`src/rtl/input_scheduler.sv`:
```
// input_scheduler: turns debounced button events into ship move pulses with auto-repeat,
// a req/ack fire sequencer with cooldown, and the pause toggle.
module input_scheduler #(
    parameter int REPEAT_DELAY  = 20,
    parameter int REPEAT_RATE   = 4,
    parameter int FIRE_COOLDOWN = 30,
    parameter int CNT_WIDTH     = 8
) (
    input  logic       clk,
    input  logic       reset,
    input  logic       tick,
    input  logic       left_db,
    input  logic       left_press,
    input  logic       right_db,
    input  logic       right_press,
    input  logic       fire_press,
    input  logic       pause_press,
    input  logic       fire_ack,
    output logic       move_left,
    output logic       move_right,
    output logic       fire_req,
    output logic       paused,
    output logic [1:0] active_dir
);
    typedef enum logic [1:0] {M_IDLE, M_DELAY, M_REPEAT} mstate_t;
    typedef enum logic [1:0] {F_READY, F_REQ, F_COOL} fstate_t;

    localparam logic [CNT_WIDTH-1:0] DELAY_LAST = CNT_WIDTH'(REPEAT_DELAY - 1);
    localparam logic [CNT_WIDTH-1:0] RATE_LAST  = CNT_WIDTH'(REPEAT_RATE - 1);
    localparam logic [CNT_WIDTH-1:0] COOL_LAST  = CNT_WIDTH'(FIRE_COOLDOWN - 1);

    mstate_t mstate, m_next;
    fstate_t fstate, f_next;
    logic [CNT_WIDTH-1:0] mcnt, mcnt_next, fcnt, fcnt_next;
    logic [1:0] dir_next, other_dir;
    logic left_next, right_next, req_next, released, other_db;

    assign released  = (active_dir == 2'd1 && !left_db) || (active_dir == 2'd2 && !right_db);
    assign other_db  = (active_dir == 2'd1) ? right_db : left_db;
    assign other_dir = (active_dir == 2'd1) ? 2'd2 : 2'd1;

    // Priority: pause > press (left over right) > release > tick.
    always_comb begin
        m_next     = mstate;
        mcnt_next  = mcnt;
        dir_next   = active_dir;
        left_next  = 1'b0;
        right_next = 1'b0;
        if (paused || pause_press) begin
            m_next    = M_IDLE;
            mcnt_next = '0;
            dir_next  = 2'd0;
        end else if (left_press || right_press) begin
            m_next     = M_DELAY;
            mcnt_next  = '0;
            dir_next   = left_press ? 2'd1 : 2'd2;
            left_next  = left_press;
            right_next = !left_press;
        end else if (released) begin
            m_next     = other_db ? M_DELAY : M_IDLE;
            mcnt_next  = '0;
            dir_next   = other_db ? other_dir : 2'd0;
            left_next  = other_db && other_dir == 2'd1;
            right_next = other_db && other_dir == 2'd2;
        end else if (tick && mstate != M_IDLE) begin
            if (mcnt == ((mstate == M_DELAY) ? DELAY_LAST : RATE_LAST)) begin
                m_next     = M_REPEAT;
                mcnt_next  = '0;
                left_next  = active_dir == 2'd1;
                right_next = active_dir == 2'd2;
            end else begin
                mcnt_next = mcnt + 1'b1;
            end
        end
    end

    // An outstanding request completes even while paused; cooldown freezes.
    always_comb begin
        f_next    = fstate;
        fcnt_next = fcnt;
        req_next  = fire_req;
        if (fstate == F_READY) begin
            if (fire_press && !paused && !pause_press) begin
                f_next   = F_REQ;
                req_next = 1'b1;
            end
        end else if (fstate == F_REQ) begin
            if (fire_ack) begin
                f_next    = F_COOL;
                fcnt_next = '0;
                req_next  = 1'b0;
            end
        end else if (tick && !paused) begin
            f_next    = (fcnt == COOL_LAST) ? F_READY : F_COOL;
            fcnt_next = (fcnt == COOL_LAST) ? fcnt : fcnt + 1'b1;
        end
    end

    always_ff @(posedge clk) begin
        if (reset) begin
            mstate     <= M_IDLE;
            fstate     <= F_READY;
            mcnt       <= '0;
            fcnt       <= '0;
            move_left  <= 1'b0;
            move_right <= 1'b0;
            fire_req   <= 1'b0;
            paused     <= 1'b0;
            active_dir <= 2'd0;
        end else begin
            mstate     <= m_next;
            fstate     <= f_next;
            mcnt       <= mcnt_next;
            fcnt       <= fcnt_next;
            move_left  <= left_next;
            move_right <= right_next;
            fire_req   <= req_next;
            paused     <= paused ^ pause_press;
            active_dir <= dir_next;
        end
    end
endmodule

```
`config.mk`:
```
export PLATFORM = sky130hd
export DESIGN_NAME = input_scheduler
export DESIGN_NICKNAME = d
export VERILOG_FILES = /design/src/rtl/input_scheduler.sv
export SDC_FILE = /design/constraint.sdc
export NUM_CORES = 1
export LEC_CHECK = 0
export CAP_MARGIN = 0
export CORE_MARGIN = 3
export CORE_UTILIZATION = 30
export DETAILED_ROUTE_END_ITERATION = 8
export GPL_ROUTABILITY_DRIVEN = 0
export GPL_TIMING_DRIVEN = 0
export PLACE_DENSITY = 0.52
export RECOVER_POWER = 100
export SETUP_SLACK_MARGIN = 0.15
export SYNTH_ARGS = -nofsm -noshare
export SYNTH_HDL_FRONTEND = slang
export SYNTH_SLANG_ARGS = --single-unit
```
`constraint.sdc`:
```
create_clock -name clk -period 1.5 [get_ports clk]
set_input_delay 0.225 -clock clk [delete_from_list [all_inputs] [get_ports clk]]
set_output_delay 0.225 -clock clk [all_outputs]
set_load 0.02 [all_outputs]
```
==> flow_metrics.tcl, run 1 <==
set metrics [dict create \
    drt-initial-drc-count 51 \
    max_freq_mhz 615 \
    reg2reg_slack_ns -0.13 \
    holdWs_ns 0.326 \
    peakVddDrop_v 0.000468 \
    h-tree-depth 1 \
    yosysSeqAreaShare_pct 38.9 \
    cp-endpoint "fcnt[5]" \
    grtUsageTotal_pct 12.5 \
    worst_r2r_path_depth 6 \
    post_dp_cell_area_um2 1620 \
    start_util_pct 32.3 \
    diodes 0 \
    crit_fanout 7 \
    cts_buffers 3 \
    avgSynthCellArea_um2 8.87 \
    ys_async_sr_fraction_pct 0 \
    cp.depth 6 \
    cp_cell_sequence "buf_4, buf_6, and3b_2, o21ai_4, or4_1, a21oi_1" \
    gr-total-overflow 0 \
    drt-pass1-iter-count 4 \
    fin_ws_ns -0.127 \
    crit_start "paused" \
    finClkSkew_ns 0.0119 \
    wirelength_mm 3.28 \
    grt_pass1_wl_mm 5.34 \
    core_area_um2 4140 \
    dr_total_vias 1263 \
    wire_per_inst_um 13.6 \
    synth-main-ff-cell "dfxtp_1" \
    worstPathArrival_ns 1.84 \
    r2r-start "paused" \
    die-width_um 72.8 \
    grt_pass1_vias 1171 \
    cts_tree "done" \
    io_buffers 15 \
    critPathMaxStageDelay_ns 0.50 \
    yosysUniqueCellTypes 42 \
    die-area_um2 5300 \
    drtAntennaViolNets 0 \
    setup_violations 15 \
    critPathKind "reg2reg" \
    antenna_found_initial 0 \
    tightest_slew_ns 0.432 \
    slew_violations 0 \
    critPathTopFamily "simple AND/OR/NAND/NOR gates" \
    drc 0 \
    cts.sinks 26 \
    status "complete, but fails checks" \
    insertion_delay_ns 0.27 \
    syn_area_um2 1340 \
    layout_commonest_cell "dfxtp_1" \
    ctsLongestPathBuffers 2 \
    ys_ff_latch 26 \
    avgViaCountPerCell 5.24 \
    slew_headroom_pct 71.1 \
    fin_crit_sh_pct 108 \
    hold_class "in2reg" \
    crit_buf_inv 2 \
    min_period_ns 1.63 \
    syn_to_final_growth_pct 44.5 \
    power_density_nw_per_um2 673 \
    required_ns 1.71 \
    p_leak_nw 0.760 \
    failed_checks "setup timing" \
    die_y_um 72.8 \
    synthCells 151 \
    grt_max_degree 15 \
    synth.net_count 165 \
    yosysWarnings 0 \
    cts_root_buffer "clkbuf_8" \
    dp_hpwl_mm 2.11 \
    power_w 0.00130 \
    crit_slowest_cell "or4_1" \
    design_area_um2 1930 \
    mostFrequentLayoutCells "dfxtp_1 (19), buf_4 (16), nor2_1 (15), a21oi_1 (8), nand2_1 (8)" \
    nets 206 \
    grt_setup_unrepaired "true" \
    utilization_pct 46.7 \
    startpoint_type "flip-flop" \
    synth_edf_count 0 \
    io_pins 16 \
    hold_viol 0 \
    fillers 395 \
    r2r-end "fcnt[5]" \
    clk_pin_slew_worst_paths_ns 0.09 \
    end_kind "flip-flop" \
    rows 23 \
    max_cap_violations 0 \
    layout-drive-gt1-share_pct 30.9 \
]
## per-layer routing
metal  vias up  global-route usage (%)  share of wire (%)
met2        16                    20.6                 48
li1        637                       -                  -
met5         -                       0                  0
met4         0                    2.46                1.7
met3         5                    2.89                3.1
met1       605                    16.8                 47
## worst register-to-register path, cell delays in order, from the launching register on
cell	delay (ns)
dfxtp_4	0.35
buf_4	0.13
buf_6	0.11
and3b_2	0.27
o21ai_4	0.09
or4_1	0.50
a21oi_1	0.13
## cells in the mapped netlist (2+ instances only)
cell       number  area [um^2]
dfxtp_1        26          521
nor2_1         16         60.1
a21oi_1        11         55.1
nand2_1         8         30.0
inv_1           7         26.3
xor2_1          7         61.3
nor2b_1         6         37.5
and3_1          5         31.3
nand2b_1        5         31.3
o21ai_0         5         25.0
ha_1            4         50.1
or4_1           4         30.0
nand3_1         3         15.0
nand4_1         3         18.8
nor3_1          3         15.0
o31ai_1         3         22.5
or2_2           3         18.8
xnor2_1         3         26.3
a21o_1          2         15.0
and3b_1         2         17.5
o2111ai_1       2         17.5
o21a_1          2         15.0
o22ai_1         2         12.5
## through the flow
step                setup slack [ns]  instances  setup TNS, ns
floorplan                    -0.0956        151         -0.225
global placement              -0.586        216          -6.62
detailed placement            -0.580        216          -7.04
CTS                           -0.227        233          -1.84
global route                  -0.194        241          -2.31
finish                        -0.127        241          -1.17
## how the worst min path moves through the flow
| stage | from | end | slack [ns] | cells past startpoint |
|---|---|---|---|---|
| 3_5_place_dp | fire_req | fire_req | 0.46 | 2 |
| 2_1_floorplan | left_press | move_left | 0.36 | 1 |
| 5_1_grt | fire_ack | fstate[1] | 0.37 | 3 |
| 3_3_place_gp | fire_req | fire_req | 0.46 | 2 |
| 4_1_cts | fire_req | fire_req | 0.48 | 2 |
| 6_report | fire_ack | fstate[0] | 0.33 | 4 |
## power by group
part           internal [W]  leakage [nW]  switching (W)  total [W]
clock network      0.000190        0.0228       0.000213   0.000403
registers          0.000699         0.215      0.0000138   0.000712
logic             0.0000965         0.522      0.0000900   0.000186
total              0.000985         0.760       0.000317    0.00130
## flip-flops by register name, summed over array words and instances, names as in the netlist
signal      cells
fcnt            8
mcnt            8
active_dir      2
fstate          2
mstate          2
fire_req        1
move_left       1
move_right      1
paused          1
## what timing repair did
item,in CTS,in global routing
setup endpoints to repair,24,22
cloned,1,0
gates resized for setup,17,26
buffers inserted,12,8
pin swaps,10,7
hold buffers,0,0
## cell type report
type	count	area, um^2	share of cell area, %
Clock buffer	4	45.0	2.33
Sequential cell	26	542	28.0
Buffer	2	15.0	0.776
Inverter	7	28.8	1.49
Timing Repair Buffer	35	314	16.2
Multi-Input combinational cell	117	927	47.9
Tap cell	50	62.6	3.23
## cell families (layout without fill, tap and decap cells)
logic type	count (synthesis)	count (layout)	share of synthesized area, %
buffers and inverters	9	48	2.62
flip-flops	26	26	38.9
AND/OR/NAND/NOR	62	62	25.6
multiplexers	1	1	0.748
AO/OA/AOI/OAI	39	40	21.9
XOR/XNOR	10	10	6.54
adder cells (fa/ha/maj)	4	4	3.74
Note: power is estimated with default switching activity, not from simulation.
==> inputs of run 2 (changes only) <==
--- a/config.mk
+++ b/config.mk
@@ -5,7 +5,6 @@
 export SDC_FILE = /design/constraint.sdc
 export NUM_CORES = 1
 export LEC_CHECK = 0
-export CAP_MARGIN = 0
 export CORE_MARGIN = 3
 export CORE_UTILIZATION = 30
 export DETAILED_ROUTE_END_ITERATION = 8
==> results of run 2 <==
Final layout, timing and power as in run 1 (identical DEF).
